## src/rtl/ranging_pkg.sv

```systemverilog
// Shared types and constants for the ultrasonic ranging scheduler.
package ranging_pkg;

    localparam int unsigned CNT_W = 20;
    localparam int unsigned OUT_W = 32;
    localparam int unsigned SUM_W = 22;

    // Default timing for the 12 MHz on-chip oscillator
    localparam int unsigned DEF_TRIG_CYCLES         = 120;
    localparam int unsigned DEF_PERIOD_CYCLES       = 720000;
    localparam int unsigned DEF_RISE_TIMEOUT_CYCLES = 60000;
    localparam int unsigned DEF_ECHO_TIMEOUT_CYCLES = 456000;

    typedef enum logic [2:0] {
        IDLE,
        TRIG,
        WAIT_RISE,
        MEASURE,
        HOLDOFF
    } state_t;

endpackage

```

## src/rtl/echo_sync.sv

```systemverilog
// Two-flop synchronizer for the raw echo pin with edge detection against the previous synced value.
module echo_sync (
    input  logic clk,
    input  logic rst_n,
    input  logic d,
    output logic sync,
    output logic rise_c,
    output logic fall_c
);

    logic meta;
    logic prev;

    // Synchronizer chain plus one-cycle history for edge detection
    always_ff @(posedge clk or negedge rst_n) begin
        if (!rst_n) begin
            meta <= 1'b0;
            sync <= 1'b0;
            prev <= 1'b0;
        end else begin
            meta <= d;
            sync <= meta;
            prev <= sync;
        end
    end

    assign rise_c = sync & ~prev;
    assign fall_c = ~sync & prev;

endmodule

```

## src/rtl/ranging_scheduler.sv

```systemverilog
// Ultrasonic ranger sequencer: periodic trigger, echo width timing with timeouts, valid/timeout strobes.
// Optional macro RANGING_AVG4_EN: echo_cycles reports the mean of the last four valid widths.
module ranging_scheduler
    import ranging_pkg::*;
#(
    parameter int unsigned TRIG_CYCLES         = DEF_TRIG_CYCLES,
    parameter int unsigned PERIOD_CYCLES       = DEF_PERIOD_CYCLES,
    parameter int unsigned RISE_TIMEOUT_CYCLES = DEF_RISE_TIMEOUT_CYCLES,
    parameter int unsigned ECHO_TIMEOUT_CYCLES = DEF_ECHO_TIMEOUT_CYCLES
) (
    input  logic             clk,
    input  logic             rst_n,
    input  logic             enable,
    input  logic             echo,
    output logic             trig,
    output logic             busy,
    output logic [OUT_W-1:0] echo_cycles,
    output logic             valid,
    output logic             timeout,
    output logic             led
);

    localparam logic [CNT_W-1:0] TRIG_LAST   = CNT_W'(TRIG_CYCLES - 1);
    localparam logic [CNT_W-1:0] PERIOD_LAST = CNT_W'(PERIOD_CYCLES - 1);
    localparam logic [CNT_W-1:0] RISE_LAST   = CNT_W'(RISE_TIMEOUT_CYCLES - 1);
    localparam logic [CNT_W-1:0] ECHO_MAX    = CNT_W'(ECHO_TIMEOUT_CYCLES);

    state_t           state, state_d;
    logic             echo_s, echo_rise_c, echo_fall_c;
    logic [CNT_W-1:0] phase_cnt, phase_d;
    logic [CNT_W-1:0] width_cnt, width_d;
    logic [CNT_W-1:0] period_cnt, period_d;
    logic             trig_d, busy_d, valid_d, timeout_d;
    logic             capture_c;
    logic [OUT_W-1:0] new_echo_c;

    echo_sync u_echo_sync (
        .clk    (clk),
        .rst_n  (rst_n),
        .d      (echo),
        .sync   (echo_s),
        .rise_c (echo_rise_c),
        .fall_c (echo_fall_c)
    );

    assign led = echo_s;

    // State register
    always_ff @(posedge clk or negedge rst_n) begin
        if (!rst_n) state <= IDLE;
        else        state <= state_d;
    end

    // Next-state logic; a trigger is never launched while echo is high
    always_comb begin
        state_d = state;
        case (state)
            IDLE:      if (enable && !echo_s) state_d = TRIG;
            TRIG:      if (phase_cnt == TRIG_LAST) state_d = WAIT_RISE;
            WAIT_RISE: begin
                if (echo_rise_c)                  state_d = MEASURE;
                else if (phase_cnt == RISE_LAST)  state_d = HOLDOFF;
            end
            MEASURE: begin
                if (echo_fall_c)                  state_d = HOLDOFF;
                else if (width_cnt == ECHO_MAX)   state_d = HOLDOFF;
            end
            HOLDOFF: begin
                if (period_cnt == PERIOD_LAST && !echo_s)
                    state_d = enable ? TRIG : IDLE;
            end
            default:   state_d = IDLE;
        endcase
    end

    // Counter and output next values
    always_comb begin
        phase_d   = phase_cnt;
        width_d   = width_cnt;
        period_d  = (period_cnt == PERIOD_LAST) ? period_cnt : period_cnt + CNT_W'(1);
        valid_d   = 1'b0;
        timeout_d = 1'b0;
        capture_c = 1'b0;
        case (state)
            IDLE, HOLDOFF: phase_d = '0;
            TRIG:          phase_d = (state_d == TRIG) ? phase_cnt + CNT_W'(1) : '0;
            WAIT_RISE: begin
                if (echo_rise_c)                 width_d   = CNT_W'(1);
                else if (phase_cnt == RISE_LAST) timeout_d = 1'b1;
                else                             phase_d   = phase_cnt + CNT_W'(1);
            end
            MEASURE: begin
                if (echo_fall_c) begin
                    capture_c = 1'b1;
                    valid_d   = 1'b1;
                end else if (width_cnt == ECHO_MAX) begin
                    timeout_d = 1'b1;
                end else begin
                    width_d = width_cnt + CNT_W'(1);
                end
            end
            default: phase_d = '0;
        endcase
        if (state != TRIG && state_d == TRIG) period_d = '0;
        trig_d = (state_d == TRIG);
        busy_d = (state_d != IDLE);
    end

    // Datapath and output registers
    always_ff @(posedge clk or negedge rst_n) begin
        if (!rst_n) begin
            phase_cnt   <= '0;
            width_cnt   <= '0;
            period_cnt  <= '0;
            trig        <= 1'b0;
            busy        <= 1'b0;
            valid       <= 1'b0;
            timeout     <= 1'b0;
            echo_cycles <= '0;
        end else begin
            phase_cnt  <= phase_d;
            width_cnt  <= width_d;
            period_cnt <= period_d;
            trig       <= trig_d;
            busy       <= busy_d;
            valid      <= valid_d;
            timeout    <= timeout_d;
            if (capture_c) echo_cycles <= new_echo_c;
        end
    end

`ifdef RANGING_AVG4_EN
    logic [3:0][CNT_W-1:0] win;
    logic [1:0]            wr_ptr;
    logic                  primed;
    logic [SUM_W-1:0]      sum_q, sum_nx;

    // Running sum after folding in the current width; the first sample fills the whole window
    always_comb begin
        if (primed) sum_nx = sum_q - SUM_W'(win[wr_ptr]) + SUM_W'(width_cnt);
        else        sum_nx = SUM_W'(width_cnt) << 2;
    end

    // Window storage, replaced oldest-first on each valid width
    always_ff @(posedge clk or negedge rst_n) begin
        if (!rst_n) begin
            win    <= '0;
            wr_ptr <= '0;
            primed <= 1'b0;
            sum_q  <= '0;
        end else if (capture_c) begin
            sum_q  <= sum_nx;
            primed <= 1'b1;
            wr_ptr <= wr_ptr + 2'd1;
            if (primed) win[wr_ptr] <= width_cnt;
            else        win         <= {4{width_cnt}};
        end
    end

    assign new_echo_c = OUT_W'(sum_nx >> 2);
`else
    assign new_echo_c = OUT_W'(width_cnt);
`endif

endmodule

```

## config.mk

```make
export PLATFORM = sky130hd
export DESIGN_NAME = ranging_scheduler
export DESIGN_NICKNAME = d
export VERILOG_FILES = /design/src/rtl/ranging_pkg.sv /design/src/rtl/echo_sync.sv /design/src/rtl/ranging_scheduler.sv
export SDC_FILE = /design/constraint.sdc
export NUM_CORES = 1
export LEC_CHECK = 0
export ABC_CLOCK_PERIOD_IN_PS = 3650
export CELL_PAD_IN_SITES_DETAIL_PLACEMENT = 1
export CELL_PAD_IN_SITES_GLOBAL_PLACEMENT = 1
export CORE_MARGIN = 2
export CORE_UTILIZATION = 45
export DETAILED_ROUTE_END_ITERATION = 10
export HOLD_SLACK_MARGIN = 0.03
export PLACE_DENSITY = 0.9
export SLEW_MARGIN = 10
export SYNTH_ARGS = -nofsm -noshare
export SYNTH_HDL_FRONTEND = slang
export SYNTH_SLANG_ARGS = --single-unit
```

## constraint.sdc

```tcl
create_clock -name clk -period 3.65 [get_ports clk]
set_clock_uncertainty 0.15 [all_clocks]
set_input_delay 0.365 -clock clk [delete_from_list [all_inputs] [get_ports clk]]
set_output_delay 0.365 -clock clk [all_outputs]
set_load 0.05 [all_outputs]
```

==> metrics, run 1 <==
RSZ-0062 raised after global routing false; gr usage total 22.4%; P per Cell Area 350 nW/um^2; ys async rst share 100%; die area 11100 um^2; antenna viol nets, final 0; Post-CTS Hold Buffers 0; worst hold path class in -> async; Setup Total Neg Slack 0 ns; Clock transition at path regs 0.09 ns; Clk Latency, worst-skew pair 0.37 ns; Vias 3714; Port Buf Inserts 28; # resized after CTS 0; Max-Slew Margin vs Limit 32.4%; commonest non-fill, non-tap cell in the layout dfrtp_1; Nets 503; actual slew at the worst max-slew pin 1.01 ns; Startpoint Class register; # DRC 0; mapped cell area 4610 um^2; Unique masters post-synth 56; Post-Synth Simple-Gate Area 23.9%; M1 wire length 4.94 mm; post-DP HPWL 7.98 mm; most frequent cells in the layout dfrtp_1 (90), nor2_1 (41), nand3_1 (31); Req. time, crit path 3.71 ns; Synth Area in Compound Gates 10.0%; Synth Area in Adders 1.08%; Synth Instances 465; # rows 36; xor-xnor portion of the synthesized cell area 6.46%; leak pwr 2.16 nW; share of cells above drive strength 1 12.2%; # clock sinks 90; core area 9860 um^2; global-route wire length before repair 19.9 mm; diode count 0; number of flops mapped to enable cells by yosys 0; total congestion overflow 0; CTS Buf Count 9; metal2 WL 5.76 mm; Max VDD drop 0.271 mV; WP data arrival 2.99 ns; FMAX 342 MHz; mux contribution to synthesized area 5.10%; syn_area_per_cell 9.92 um^2; non-filler cells, final 633; largest net degree at the start of global routing 80; YS warnings 0; largest family of logic cells by synthesized area simple AND/OR/NAND/NOR gates; MaxCap Viol Count 0; Die W 105 um; met3 wire length 444 um; routed vias/inst 5.87; final hold violations 0; critical path class reg -> reg; final setup violation count 0; Seq/Total Area, Yosys 48.8%; initial DRC count 166; Starting Density 46.8%; area growth from synthesis to layout 13.5%; Post-Place Cells 617; First-pass DRT Iterations 4; WL/cell 18.0 um; I/O pins 41; H-Tree Depth 3; Die H 105 um; final wirelength 11.4 mm; Root Buffer clkbuf_8; max layer used met4; Slew Limit Fails 0; Crit. End Element register; clock buffer depth 2; vias in the first global route 4016; highest net fanout along the worst path 12; Final period util 80.0%; status completed; total setup buffers inserted after CTS 0; initial antenna violation count 0; Final min period 2.92 ns; TritonCTS clock tree yes; Synth Register Bits 90; Routability Congestion 0.836; dominant synthesized flop cell dfrtp_1
[Yosys cell counts, types with 2 or more instances]
master	count	area, um^2
a2111oi_0	4	35.0
nor2b_1	4	25.0
nand2b_1	4	25.0
mux2_2	20	225
a211oi_1	5	37.5
nor3_1	16	80.1
or4_1	4	30.0
nor4_1	10	62.6
buf_4	12	90.1
o21ai_0	16	80.1
and2_1	3	18.8
nand3_1	31	155
or2_2	5	31.3
ha_1	4	50.1
o211ai_1	8	60.1
nor2_1	41	154
o221ai_1	2	17.5
dfrtp_1	90	2250
nand4_1	17	106
nand4b_1	2	17.5
or3_1	21	131
inv_1	14	52.6
xnor2_1	26	228
and3_1	5	31.3
or4b_1	2	20.0
xor2_1	8	70.1
clkbuf_1	15	56.3
a21oi_1	24	120
nand2_1	25	93.8
[power by group]
group,internal (mW),switching (mW)
registers,0.998,0.00179
logic,0.00536,0.0516
clock network,0.407,0.370
[worst paths after layout]
| kind | start | to | slack, ns | depth (start not counted) |
|---|---|---|---|---|
| hold reg to reg | u_echo_sync.meta | u_echo_sync.sync | 0.21 | 0 |
| setup reg to reg | phase_cnt[0] | phase_cnt[11] | 0.73 | 6 |
| hold / removal | rst_n | period_cnt[2] | 0.01 | 1 |
| min in group clk | u_echo_sync.meta | u_echo_sync.sync | 0.21 | 0 |
| max in group asynchronous | rst_n | phase_cnt[12] | 2.60 | 2 |
| setup / recovery | phase_cnt[0] | phase_cnt[11] | 0.73 | 6 |
[flip-flops by register name, summed over array words and instances (netlist names)]
name,flops
timeout,1
u_echo_sync.sync,1
state,3
u_echo_sync.meta,1
echo_cycles,20
width_cnt,20
valid,1
u_echo_sync.prev,1
trig,1
busy,1
phase_cnt,20
period_cnt,20
[logic make-up after synthesis]
group | after synthesis
other cells | 1
simple gates | 201
fa+ha+maj | 4
xor+xnor | 34
mux | 21
flops | 90
compound gates | 72
buf+inv | 42
[per-stage QoR]
step | utilization [%] | setup WS (ns) | instance area [um^2] | power (mW) | hold WS [ns]
after global placement | 50.8 | 0.959 | 5010 | 1.08 | 0.188
after floorplan | - | 1.05 | 4650 | 1.06 | -0.0806
final | 53.1 | 0.729 | 5240 | 1.83 | 0.0143
after detailed placement | 50.8 | 0.760 | 5010 | 1.08 | 0.188
after global routing | 53.1 | 0.488 | 5240 | 1.90 | 0.0901
after CTS | 53.1 | 0.716 | 5240 | 1.85 | 0.0438
[critical path, stage by stage (launching register included)]
cell     delay (ns)
dfrtp_1        0.43
ha_1           0.27
or4b_1         0.46
nor3_1         0.25
a21oi_1        0.32
nor2_1         0.76
nor2_1         0.13
[metal layers]
| metal | vias up | global-route usage [%] |
|---|---|---|
| met5 | - | 0 |
| met4 | 0 | 8.76 |
| met3 | 24 | 4.64 |
| met2 | 82 | 38.0 |
| met1 | 1885 | 28.1 |
| li1 | 1723 | - |
[layout make-up]
type,count,area (um^2)
fillers,1110,4630
flip-flops and latches,90,2250
multi-input cells,344,2200
well taps,133,166
repair buffers,36,338
clock buffers,10,138
inverters,14,52.6
clock inverters,6,87.6
Note: power is estimated with default switching activity, not from simulation.
==> run 2, diff against run 1 <==
--- a/config.mk
+++ b/config.mk
@@ -5,7 +5,7 @@
 export SDC_FILE = /design/constraint.sdc
 export NUM_CORES = 1
 export LEC_CHECK = 0
-export ABC_CLOCK_PERIOD_IN_PS = 3650
+export ABC_CLOCK_PERIOD_IN_PS = 3000
 export CELL_PAD_IN_SITES_DETAIL_PLACEMENT = 1
 export CELL_PAD_IN_SITES_GLOBAL_PLACEMENT = 1
 export CORE_MARGIN = 2
==> constraint.sdc (replaced) <==
create_clock -name clk -period 3 [get_ports clk]
set_clock_uncertainty 0.15 [all_clocks]
set_input_delay 0.3 -clock clk [delete_from_list [all_inputs] [get_ports clk]]
set_output_delay 0.3 -clock clk [all_outputs]
set_load 0.05 [all_outputs]
==> run 2 against run 1 <==
Compared with the run above:
- power is 16% higher
- first-iteration DRC count up 4.2%
- critical path type unchanged
- clock power grew 7.2%
- final area is 0.45% higher
- combinational power increased by 26%
- core utilization increased by 0.24 points
- global-route usage rose by 0.12 points
- critical endpoint is now busy
- register-to-register slack worse by 0.52 ns
- fmax increased by 4.5%
- critical path depth is 1 higher
- count of clock-buffer cells in the layout is 1 higher
==> metrics, run 2 (synthesis gave the netlist of run 1 again) <==
area growth from synthesis to layout 14.0%; die area 11100 um^2; WP data arrival 2.89 ns; # DRC 0; Slew Limit Fails 0; CTS Buf Count 9; leak pwr 2.18 nW; crit-path max cell delay 0.50 ns; # rows 36; pre-CTS setup slack 0.224 ns; Die H 105 um; CP cell instances inv_1 -> ha_1 -> or4b_4 -> nor4_4 -> a21oi_2 -> or3_1 -> or4_1; critical path class reg -> reg; global-route wire length before repair 19.9 mm; clock buffer depth 2; worst hold path class reg -> reg; most frequent cells in the layout dfrtp_1 (90), nor2_1 (41), nand3_1 (31); status completed; RSZ-0062 raised after global routing false; Req. time, crit path 3.09 ns; Starting Density 46.8%; Max-Slew Margin vs Limit 52.9%; TritonCTS clock tree yes; I/O pins 41; WL/cell 18.3 um; Nets 509; final hold violations 0; FMAX 358 MHz; Final min period 2.79 ns; final wirelength 11.7 mm; Root Buffer clkbuf_8; commonest non-fill, non-tap cell in the layout dfrtp_1; Clock transition at path regs 0.09 ns; Routability Congestion 0.778; Die W 105 um; core area 9860 um^2; actual slew at the worst max-slew pin 0.704 ns; total congestion overflow 0; initial DRC count 173; diode count 0; Slowest-stage cell, CP or4_1; gr usage total 22.5%; share of cells above drive strength 1 13.0%; Crit. End Element register; Vias 3746; H-Tree Depth 3; antenna viol nets, final 0; highest net fanout along the worst path 5; total setup buffers inserted after CTS 0; routed vias/inst 5.86; Port Buf Inserts 28; Fill cells 1097; vias in the first global route 3961; initial antenna violation count 0; Startpoint Class register; Final period util 93.1%; worst setup margin 0.207 ns; Setup Total Neg Slack 0 ns; post-DP HPWL 8.33 mm; MaxCap Viol Count 0; largest net degree at the start of global routing 52; P per Cell Area 403 nW/um^2; Max VDD drop 0.370 mV; Clk Latency, worst-skew pair 0.37 ns; worst hold margin 0.209 ns; First-pass DRT Iterations 4; final setup violation count 0; # clock sinks 90
run 2: report_power, final:
| group | switching, mW | leakage [nW] | total, mW | internal, mW |
|---|---|---|---|---|
| registers | 0.00236 | 1.21 | 1.22 | 1.21 |
| logic | 0.0636 | 0.862 | 0.0719 | 0.00829 |
| clock network | 0.428 | 0.103 | 0.833 | 0.405 |
run 2: metal layers:
layer	vias to the layer above	routed length (um)	part of all wire, %	GRT usage, %
li1	1735	-	-	-
met1	1908	5070	43	28.9
met2	83	5960	51	37.8
met3	20	459	3.9	5.26
met4	0	204	1.7	6.95
met5	-	0	0	0
run 2: through the flow:
| stage | utilization (%) | cells | instance area, um^2 | total power [mW] |
|---|---|---|---|---|
| 3_5_place_dp | 51.2 | 622 | 5050 | 1.31 |
| 5_1_grt | 53.3 | 639 | 5260 | 2.20 |
| 2_1_floorplan | - | 476 | 4650 | 1.29 |
| 4_1_cts | 53.3 | 639 | 5250 | 2.14 |
| 3_3_place_gp | 51.2 | 622 | 5050 | 1.31 |
| 6_report | 53.3 | 639 | 5260 | 2.12 |
run 2: worst paths after layout:
check / start / endpoint / slack, ns / depth (start not counted)
worst max-delay path: width_cnt[0] / busy / 0.21 / 7
worst min-delay path: u_echo_sync.meta / u_echo_sync.sync / 0.21 / 0
worst max register to register: width_cnt[0] / busy / 0.21 / 7
worst min register to register: u_echo_sync.meta / u_echo_sync.sync / 0.21 / 0
max in group asynchronous: rst_n / width_cnt[3] / 1.58 / 3
min in group asynchronous: rst_n / period_cnt[5] / 0.35 / 2
run 2: final cells by class:
| cell class | instances | area [um^2] | area share, % |
|---|---|---|---|
| clock buffer | 11 | 141 | 2.69 |
| timing repair buffer | 42 | 385 | 7.33 |
| inverter | 14 | 52.6 | 0.999 |
| tap | 133 | 166 | 3.16 |
| clock inverter | 5 | 53.8 | 1.02 |
| sequential | 90 | 2250 | 42.8 |
| multi-input combinational | 344 | 2210 | 42.0 |
run 2: what timing repair did:
| item | in CTS | in global routing |
|---|---|---|
| gates resized for setup | 0 | 1 |
| setup endpoints to repair | 0 | 6 |
| hold buffers | 1 | 0 |
| endpoints found under the hold margin | 49 | 0 |
run 2: worst max-delay path: cells and delay by family, from the launching register on:
kind            cells  cell delay, ns
buf+inv             1            0.10
fa+ha+maj           1            0.17
simple gates        4            1.68
flops               1            0.42
compound gates      1            0.14
==> variant, RTL diff (flow settings as in run 2) <==
Add a define of `RANGING_AVG4_EN`.
--- a/src/rtl/ranging_scheduler.sv
+++ b/src/rtl/ranging_scheduler.sv
@@ -1,5 +1,7 @@
 // Ultrasonic ranger sequencer: periodic trigger, echo width timing with timeouts, valid/timeout strobes.
 // Optional macro RANGING_AVG4_EN: echo_cycles reports the mean of the last four valid widths.
+`define RANGING_AVG4_EN
+
 module ranging_scheduler
     import ranging_pkg::*;
 #(
Function: no difference found for any inputs over 10 cycles, from zero or initial values and one cycle with rst_n low; that may be too few to reach the edited logic, so the function may still have changed.
==> variant against run 2 <==
- the run now ends with setup timing left
- critical path depth increased by 8
- total power is 150% higher
- count of clock-buffer cells in the layout rose by 7
- via count up 130%
- final area is 150% higher
- worst setup slack lost 1.1 ns
- sequential power up 110%
- combinational power rose to 4.0 times the old value
- worst hold slack worse by 0.046 ns
- synthesized area up 120%
- sequential cell count up 85
- wire length rose to 3.2 times the old value
- die area rose by 110%
==> variant: results (changes against run 2) <==
| Metric | Value |
|---|---|
| Status | `finished, violations left` |
| Violated checks | `setup timing` |
| First-pass GRT wire length | `54900 um (+180%)` |
| Worst slew pin tran | `0.924 ns (+0.220 ns)` |
| Cts bufs inserted | `17 (+8)` |
| Largest net degree at the start of global routing | `82 (+58%)` |
| Inverter count | `91 (+77)` |
| Min-Delay Path Depth | `1 (+1)` |
| Vias | `8562 (+130%)` |
| Hold Crit Start | `echo` |
| Hold Slack | `0.163 ns (-0.0461 ns)` |
| Placed Instances | `1324 (+110%)` |
| Routing usage on met2 | `0.512 (+0.134)` |
| GR Util All Layers | `0.301 (+0.0759)` |
| Worst Reg-to-Reg Cells | `15 (+8)` |
| Bufs w/o clock | `169 (+300%)` |
| Place WS | `-0.675 ns (-0.899 ns)` |
| Setup ws final | `-0.878 ns (-1.08 ns)` |
| Clock root cell | `clkbuf_16` |
| Final setup viols | `21 (+21)` |
| Reg-to-Reg Start | `wr_ptr[0]` |
| GR Layer Usage met1 | `0.363 (+0.0736)` |
| Net switching power | `1.34 mW (+170%)` |
| Multi-input comb cells | `642 (+87%)` |
| Postcts setup bufs | `21 (+21)` |
| Area fraction in compound gates after synthesis | `0.0819 (-0.0181)` |
| CP max stage delay | `0.55 ns (+0.05 ns)` |
| Seq/total area | `0.338 (-0.0899)` |
| Non-clock buffer share of cell area | `0.117 (+0.0441)` |
| Comb pwr | `0.291 mW (+300%)` |
| Worst r2r dst | `sum_q[16]` |
| CLK BUF | `18 (+7)` |
| Final net count | `1150 (+130%)` |
| Leak Pwr | `6.01 nW (+180%)` |
| Met3 usage | `0.0592 (+0.00662)` |
| # H-tree levels | `4 (+1)` |
==> variant: cell count changes in the layout (fill, tap and decap cells not counted), sizes merged, moves of 14 or more <==
cell | run 2 | this run
fa | 0 | 20
o21ai | 16 | 41
buf | 14 | 141
mux2 | 20 | 81
xor2 | 8 | 24
mux4 | 0 | 20
inv | 14 | 96
nand2 | 25 | 54
ha | 4 | 30
or3 | 22 | 8
nor2 | 41 | 88
dfrtp | 90 | 175
==> variant: routing by layer <==
metal  vias to the layer above  wire, um
li1                       3543         -
met1                      4417     14200
met2                       434     18400
met3                       168      2180
met4                         0      2160
met5                         -         0
==> variant: worst reg2reg max path, cell delays in order, from the launching register on <==
cell and delay (ns):
dfrtp_2 0.41, buf_12 0.12, buf_16 0.12, mux4_2 0.55, fa_1 0.55, inv_2 0.08, ha_4 0.24, buf_4 0.16
a21o_1 0.22, nand2_2 0.10, a31oi_4 0.12, buf_4 0.17, nor2_4 0.26, nand3_2 0.11, o41a_1 0.13, a31oi_1 0.28
==> variant: per-stage QoR <==
stage | power (mW) | area (um2) | setup TNS, ns | util
floorplan | 2.76 | 10300 | -3.59 | -
global placement | 2.84 | 11400 | -7.21 | 0.520
detailed placement | 2.86 | 11400 | -10.70 | 0.520
CTS | 5.23 | 12700 | -8.79 | 0.579
global route | 5.39 | 12900 | -13.43 | 0.592
finish | 5.23 | 12900 | -11.68 | 0.592
==> variant: worst max path at each step <==
stage,startpoint,to,slack (ns),cells past startpoint
floorplan,wr_ptr[0],sum_q[19],-0.41,13
global placement,wr_ptr[0],sum_q[18],-0.57,12
detailed placement,wr_ptr[0],sum_q[19],-0.68,12
CTS,wr_ptr[0],sum_q[19],-0.62,13
global route,wr_ptr[0],sum_q[16],-0.96,15
finish,wr_ptr[0],sum_q[16],-0.88,15
